### src/rtl/isu_crdt_sched.sv
// isu_crdt_sched: three independent one-entry issue slices; reads are gated on per-(channel, bank) return-buffer credits
module isu_crdt_sched #(
  parameter int CRDT_INIT = 4,
  parameter int CRDT_W    = 3
) (
  input  logic                clk,
  input  logic                rst,
  input  logic [2:0]          up_ch_valid,
  output logic [2:0]          up_ch_ready,
  input  logic [1:0]          up_ch_op [3],
  input  logic [31:4]         up_ch_address [3],
  input  logic [127:0]        up_ch_data [3],
  output logic [2:0]          dn_ch_valid,
  input  logic [2:0]          dn_ch_enable,
  output logic [1:0]          dn_ch_op [3],
  output logic [31:4]         dn_ch_address [3],
  output logic [127:0]        dn_ch_data [3],
  input  logic [2:0]          crdt_rtn_bank [4],
  output logic [CRDT_W-1:0]   crdt_cnt [3][4],
  output logic                sched_idle,
  output logic                crdt_err
);
  localparam logic [CRDT_W-1:0] INIT = CRDT_W'(CRDT_INIT);
  localparam logic [CRDT_W-1:0] ONE  = CRDT_W'(1);
  logic [2:0]        full_q, full_d, up_hs, dn_hs, need;
  logic [1:0]        bank [3];
  logic [1:0]        op_q [3];
  logic [31:4]       addr_q [3];
  logic [127:0]      data_q [3];
  logic [CRDT_W-1:0] cnt_q [3][4];
  logic [CRDT_W-1:0] cnt_d [3][4];
  logic [3:0]        dec [3];
  logic [3:0]        inc [3];
  logic              err_q, err_d;
  always_comb begin
    for (int c = 0; c < 3; c++) begin
      bank[c] = up_ch_address[c][9:8];
      need[c] = up_ch_op[c] == 2'd0;
      up_ch_ready[c] = (!need[c] || cnt_q[c][bank[c]] != '0) && (!full_q[c] || dn_ch_enable[c]);
      up_hs[c] = up_ch_valid[c] && up_ch_ready[c];
      dn_hs[c] = full_q[c] && dn_ch_enable[c];
      full_d[c] = up_hs[c] || (full_q[c] && !dn_hs[c]);
    end
  end
  always_comb begin
    err_d = err_q;
    for (int c = 0; c < 3; c++) begin
      for (int b = 0; b < 4; b++) begin
        dec[c][b] = up_hs[c] && need[c] && bank[c] == 2'(b);
        inc[c][b] = crdt_rtn_bank[b][c];
        cnt_d[c][b] = (dec[c][b] == inc[c][b]) ? cnt_q[c][b] :
                      dec[c][b] ? cnt_q[c][b] - ONE :
                      (cnt_q[c][b] == INIT) ? cnt_q[c][b] : cnt_q[c][b] + ONE;
        if (inc[c][b] && !dec[c][b] && cnt_q[c][b] == INIT) err_d = 1'b1;
      end
    end
  end
  always_comb begin
    sched_idle = full_q == 3'b000;
    for (int c = 0; c < 3; c++)
      for (int b = 0; b < 4; b++)
        sched_idle = sched_idle && cnt_q[c][b] == INIT;
  end
  always_ff @(posedge clk) begin
    if (rst) begin
      full_q <= '0;
      err_q  <= 1'b0;
      for (int c = 0; c < 3; c++) begin
        op_q[c]   <= '0;
        addr_q[c] <= '0;
        data_q[c] <= '0;
        for (int b = 0; b < 4; b++) cnt_q[c][b] <= INIT;
      end
    end else begin
      full_q <= full_d;
      err_q  <= err_d;
      cnt_q  <= cnt_d;
      for (int c = 0; c < 3; c++) begin
        if (up_hs[c]) begin
          op_q[c]   <= up_ch_op[c];
          addr_q[c] <= up_ch_address[c];
          data_q[c] <= up_ch_data[c];
        end
      end
    end
  end
  assign dn_ch_valid   = full_q;
  assign dn_ch_op      = op_q;
  assign dn_ch_address = addr_q;
  assign dn_ch_data    = data_q;
  assign crdt_cnt      = cnt_q;
  assign crdt_err      = err_q;
endmodule

### config.mk
export PLATFORM = sky130hd
export DESIGN_NAME = isu_crdt_sched
export DESIGN_NICKNAME = d
export VERILOG_FILES = /design/src/rtl/isu_crdt_sched.sv
export SDC_FILE = /design/constraint.sdc
export NUM_CORES = 1
export LEC_CHECK = 0
export CAP_MARGIN = 40
export CORE_AREA = 2 2 388 390
export DETAILED_ROUTE_END_ITERATION = 7
export DIE_AREA = 0 0 390 392
export PLACE_DENSITY = 0.43
export SLEW_MARGIN = 30
export SYNTH_ARGS = -nofsm -noshare
export SYNTH_HDL_FRONTEND = slang
export SYNTH_SLANG_ARGS = --single-unit
### constraint.sdc
create_clock -name clk -period 7.8 [get_ports clk]
set_input_delay 1.56 -clock clk [delete_from_list [all_inputs] [get_ports clk]]
set_output_delay 1.56 -clock clk [all_outputs]
set_load 0.02 [all_outputs]
# After elaboration in Yosys (flattened, before gate mapping)
# Index checks and enable logic that the tools add are counted.
dict set report totals {
  ff_bits 514
  latchBits 0
  mem_bits_rw 0
  mem_bits_ro 0
  output_inout_bits 518
  wordCells 271
  mem_count 0
}
dict set report op_classes {
  add_sub_neg 24
  multipliers 0
  div 0
  order_cmp 3
  eq_ne 45
  shift 0
  n_mux 45
  bitwise 15
  reduce_logical 116
}
# cell count
set op_table {}
lappend op_table {{2-to-1 mux 3 bit} 30}
lappend op_table {{logical AND 1 bit} 63}
lappend op_table {{adder 3 x 1 -> 3 bit, second input constant} 12}
lappend op_table {{equality test 3 bit, second input constant} 12}
lappend op_table {{subtractor 3 x 1 -> 3 bit, second input constant} 12}
lappend op_table {{!= test 2 bit, second input constant} 12}
lappend op_table {{AND reduction 2 bit} 12}
lappend op_table {{logical NOT 1 bit} 21}
lappend op_table {{binary-select mux 3 bit (select 2 bit)} 3}
lappend op_table {{equality test 1 bit} 12}
lappend op_table {{equality test 2 bit, second input constant} 6}
lappend op_table {{logical NOT 2 bit} 6}
lappend op_table {{2-to-1 mux 1 bit} 12}
lappend op_table {{NOT 1 bit} 12}
lappend op_table {{nonzero test 12 bit} 1}
lappend op_table {{greater-or-equal comparator 3 bit, second input constant} 3}
lappend op_table {{logical OR 1 bit} 9}
lappend op_table {{NOT 2 -> 3 bit} 3}
lappend op_table {{nonzero test 3 bit} 3}
lappend op_table {{equality test 2 x 1 -> 1 bit, second input constant} 3}
lappend op_table {{logical NOT 3 bit} 1}

# Depth between registers and ports, before layout
dict set report logic_depth {
  word_depth 25
  ltp_mapped 10
  mapped_depth_nobuf 9
}

# Worst setup path after synthesis
# Ideal clock, no wire load.
dict set report synth_timing {
  path_kind {input-to-output}
  start {in up_ch_address[32] in the netlist's numbering}
  end {out up_ch_ready[1]}
  arrival_ns 2.484
  setup_slack_ns 3.756
  stages 3
  path_buffers 0
  cell_sequence {o41ai_4 -> a41oi_2 -> o31a_1}
}
dict set report synth_between {
  elab_chain_cells 7
}
# item line
set synth_rtl {}
lappend synth_rtl {{start: declaration} 11} ;# input logic [31:4] up_ch_address [3],
lappend synth_rtl {{NOT 2 -> 3 bit (not written as such)} 39} ;# up_ch_ready[c] = (!need[c] || cnt_q[c][bank[c]] != '0) && (!full_q[c] || dn_ch_enable[c]);
lappend synth_rtl {{binary-select mux 3 bit (select 2 bit)} 39}
lappend synth_rtl {{2-to-1 mux 3 bit (not written as such) (2 in a row)} 39}
lappend synth_rtl {{nonzero test 3 bit} 39}
lappend synth_rtl {{logical OR 1 bit} 39}
lappend synth_rtl {{logical AND 1 bit} 39}
lappend synth_rtl {{end: declaration} 9} ;# output logic [2:0] up_ch_ready,
# Every way passes these cells. The select of a mux whose other input is x is not followed.

# Worst setup path after layout
dict set report layout_timing {
  start {in up_ch_address[61] in the netlist's numbering}
  end {out up_ch_ready[0]}
}
# The elaborated chain is that of the path after synthesis.

==> impl_summary.log <==
INFO  metric status = finished, final reports clean
INFO  metric grt-ovfl-total = 0
INFO  metric postSynthRegisterBits = 514
INFO  metric drt-initial-drc-count = 926
INFO  metric final.setup.tns = 0 ns
INFO  metric startpoint_type = input port
INFO  metric globalplace.congestion = 0.8349
INFO  metric number_of_flops_mapped_to_enable_cells_by_yosys = 0
INFO  metric detailedRoute.firstPassIterationCount = 4
INFO  metric path_max_fanout = 7
INFO  metric detail_route.wirelength = 127.6 mm
INFO  metric num_vias = 20763
INFO  metric drive_above_1_share = 4.431%
INFO  metric cts_resized = 0
INFO  metric timing.critical_path.cells = clkdlybuf4s50_1 -> nor4b_1 -> mux2i_1 -> a311oi_1 -> nor2_1 -> clkdlybuf4s50_1
INFO  metric number_of_fill_cells_in_the_layout = 16405
INFO  metric detail-route-antenna-nets = 0
INFO  metric max-vdd-ir-drop = 146.7 µV
INFO  metric fp.dieArea = 152900 µm²
INFO  metric ioPinCount = 1012
INFO  metric synth.avg_cell_area = 8.276 µm²
INFO  metric cts_max_path_buffers = 3
INFO  metric fmaxAchievable = 174.6 MHz
INFO  metric endpoint_kind = output port
INFO  metric global_route_wire_length_before_repair = 170.3 mm
INFO  metric synth_async_sr_flop_share = 0%
INFO  metric groute.usage.overall = 15.98%
INFO  metric synth_ff_type = dfxtp_1
INFO  metric synthDistinctLibCells = 56
INFO  metric placement_rows = 142
INFO  metric placement.io_buffers = 1011
INFO  metric setup_repair_after_global_routing_missed_its_margin = false
INFO  metric clock_transition_at_the_register_clock_pins_on_the_worst_setup_and_hold_paths_after_cts = 0.05 ns
INFO  metric hold_path.class = flip-flop to flip-flop
INFO  metric static_leakage = 12.63 nW
INFO  metric hold_buffers = 0
INFO  metric worst-setup-path-type = input port to output port
INFO  metric post_cts.repair.setup_buffers = 0
INFO  metric syn_area = 20000 µm²
INFO  metric synthesized_netlist_cell_count = 2417
INFO  metric crit_top_cell = clkdlybuf4s50_1
INFO  metric starting_utilization_of_the_core_area = 13.44%
INFO  metric antenna_found_initial = 73
INFO  metric deepest_level_of_the_cts_h_tree = 3
INFO  metric syn_nets = 2935
INFO  metric flow.area_growth_from_synthesis = 72.87%
INFO  metric total_clock_buffers_created_by_cts = 72
INFO  metric maxSlewHeadroom = 36.59%
INFO  metric critPathMaxStageDelay = 0.69 ns
INFO  metric cts_tree = yes
INFO  metric final_cell_area = 34580 µm²
INFO  metric critical_path_required = 6.24 ns
INFO  metric cts_root_buf = clkbuf_16
INFO  metric die_h = 392 µm
INFO  metric tmin_final = 5.727 ns
INFO  metric die_x = 390 µm
INFO  metric cts_num_sinks = 514
INFO  metric detail_route.drc_violations = 0
INFO  metric ys.warnings.count = 0
INFO  metric via_cell_ratio = 3.872
INFO  metric pwr_density_cell = 228.7 nW/µm²
INFO  metric core_area = 148900 µm²
INFO  metric design.final.nets = 3875
INFO  metric first_global_vias = 20482
INFO  metric finalHoldViolCount = 0
INFO  metric report.final.setup_viol = 0
INFO  metric clock-skew-final = 0.04658 ns
INFO  metric critPathSlowestCell = clkdlybuf4s50_1
INFO  metric yosysSeqAreaShare = 51.44%
INFO  metric final-max-slew-violation-count = 0
INFO  metric fin_crit_sh = 73.42%
INFO  metric clock_insertion_delay_worst_skew = 0.70 ns
INFO  metric wl_per_cell = 23.80 µm
INFO  metric place_area = 32040 µm²
INFO  metric maxCapViolations = 0
INFO  metric worst-endpoint-arrival = 4.17 ns
INFO  metric detailedPlacementHpwl = 99.58 mm
INFO  metric pin_slew_with_the_least_headroom_to_its_limit = 0.9512 ns
INFO  metric grt_max_degree = 168
state kept, by name, indices dropped and copies added, names as in the netlist:
name and flops:
dn_ch_data 384, crdt_err 1, dn_ch_address 84, crdt_cnt 36, dn_ch_valid 3, dn_ch_op 6
per-stage QoR:
step	utilization, %	power [mW]	setup slack (ns)	cells	hold slack, ns
floorplan	-	3.602	3.756	2417	0.5327
global placement	21.48	4.492	2.230	5220	0.4412
detailed placement	21.52	4.503	2.160	5225	0.4459
CTS	23.17	8.093	2.123	5350	0.4536
global route	23.23	8.289	1.943	5362	0.4692
finish	23.23	7.910	2.073	5363	0.4501
critical path: cells and delay by family:
kind / cells / cell delay, ns
AO/OA/AOI/OAI: 1 / 0.54
buffers and inverters: 2 / 1.26
multiplexers: 1 / 0.15
AND/OR/NAND/NOR: 2 / 0.64
cell type report:
| cell class | count | area (µm²) | area share [%] |
|---|---|---|---|
| well taps | 1944 | 2432 | 7.034 |
| clock inverters | 29 | 431.7 | 1.248 |
| repair buffers | 1035 | 10470 | 30.28 |
| diodes | 11 | 27.53 | 0.07960 |
| multi-input cells | 1696 | 8756 | 25.32 |
| inverters | 38 | 150.1 | 0.4342 |
| clock buffers | 96 | 2023 | 5.850 |
| flip-flops and latches | 514 | 10290 | 29.76 |
cells by family after synthesis:
kind of cell    share of synthesized area (%)
compound gates                          11.66
xor+xnor                               0.2627
fa+ha+maj                               1.951
buf+inv                                 4.935
flops                                   51.44
mux                                     8.469
simple gates                            21.28
report_power, final:
group	internal (mW)	total, mW	switching, mW
sequential	2.80	2.91	0.111
clock	2.07	3.48	1.41
combinational	0.684	1.52	0.832
layout by cell type, fill, tap and decap left out, types with 13 or more instances in the layout:
master           synthesis  final
dfxtp_1                514    514
clkbuf_16                0     73
clkdlybuf4s50_1          0   1010
mux2i_1                167    167
clkinv_2                 0     13
nand2_1                971    971
inv_1                   38     37
nor2_1                  36     36
nand3_1                 14     14
a21oi_1                339    339
final timing paths:
kind	depth (start not counted)	slack (ns)	start	to
worst max register to register	6	4.62	crdt_cnt[8]$_SDFFE_PP1P_	dn_ch_address[11]$_SDFFE_PP0N_
worst min register to register	2	0.45	dn_ch_address[36]$_SDFFE_PP0N_	dn_ch_address[36]$_SDFFE_PP0N_
worst min-delay path	2	0.45	dn_ch_address[36]$_SDFFE_PP0N_	dn_ch_address[36]$_SDFFE_PP0N_
worst max-delay path	6	2.07	up_ch_address[61]	up_ch_ready[0]
cell usage after synthesis (2+ instances only):
cell	number	area share, %
a211o_1	7	0.31
a211oi_1	7	0.26
a21o_1	4	0.15
a21oi_1	339	8.5
a221o_1	2	0.10
a221oi_1	2	0.088
a311o_1	5	0.25
a311oi_1	3	0.13
a31oi_1	8	0.25
a32oi_1	2	0.088
and2_1	3	0.094
and3_1	5	0.16
and4_1	2	0.088
buf_2	42	1.1
buf_4	14	0.53
buf_6	14	0.79
clkbuf_1	99	1.9
dfxtp_1	514	51
fa_1	12	1.2
ha_1	12	0.75
inv_1	38	0.71
mux2_2	2	0.11
mux2i_1	167	8.4
nand2_1	971	18
nand2b_1	7	0.22
nand3_1	14	0.35
nand4_1	6	0.19
nor2_1	36	0.68
nor2b_1	9	0.28
nor3_1	8	0.20
nor3b_1	5	0.19
nor4_1	3	0.094
nor4b_1	3	0.13
o211ai_1	5	0.19
o21ai_0	9	0.23
o311ai_0	2	0.088
o31ai_1	5	0.19
or2_2	2	0.063
or3_1	7	0.22
xnor2_1	6	0.26
metal layers:
layer	track usage [%]	part of all wire [%]	up-vias
met3	8.533	11	247
met1	16.60	37	9855
met4	5.777	3.9	0
met2	27.21	48	833
li1	-	-	9828
met5	0	0	-
Power figures use the tool's default switching activity.
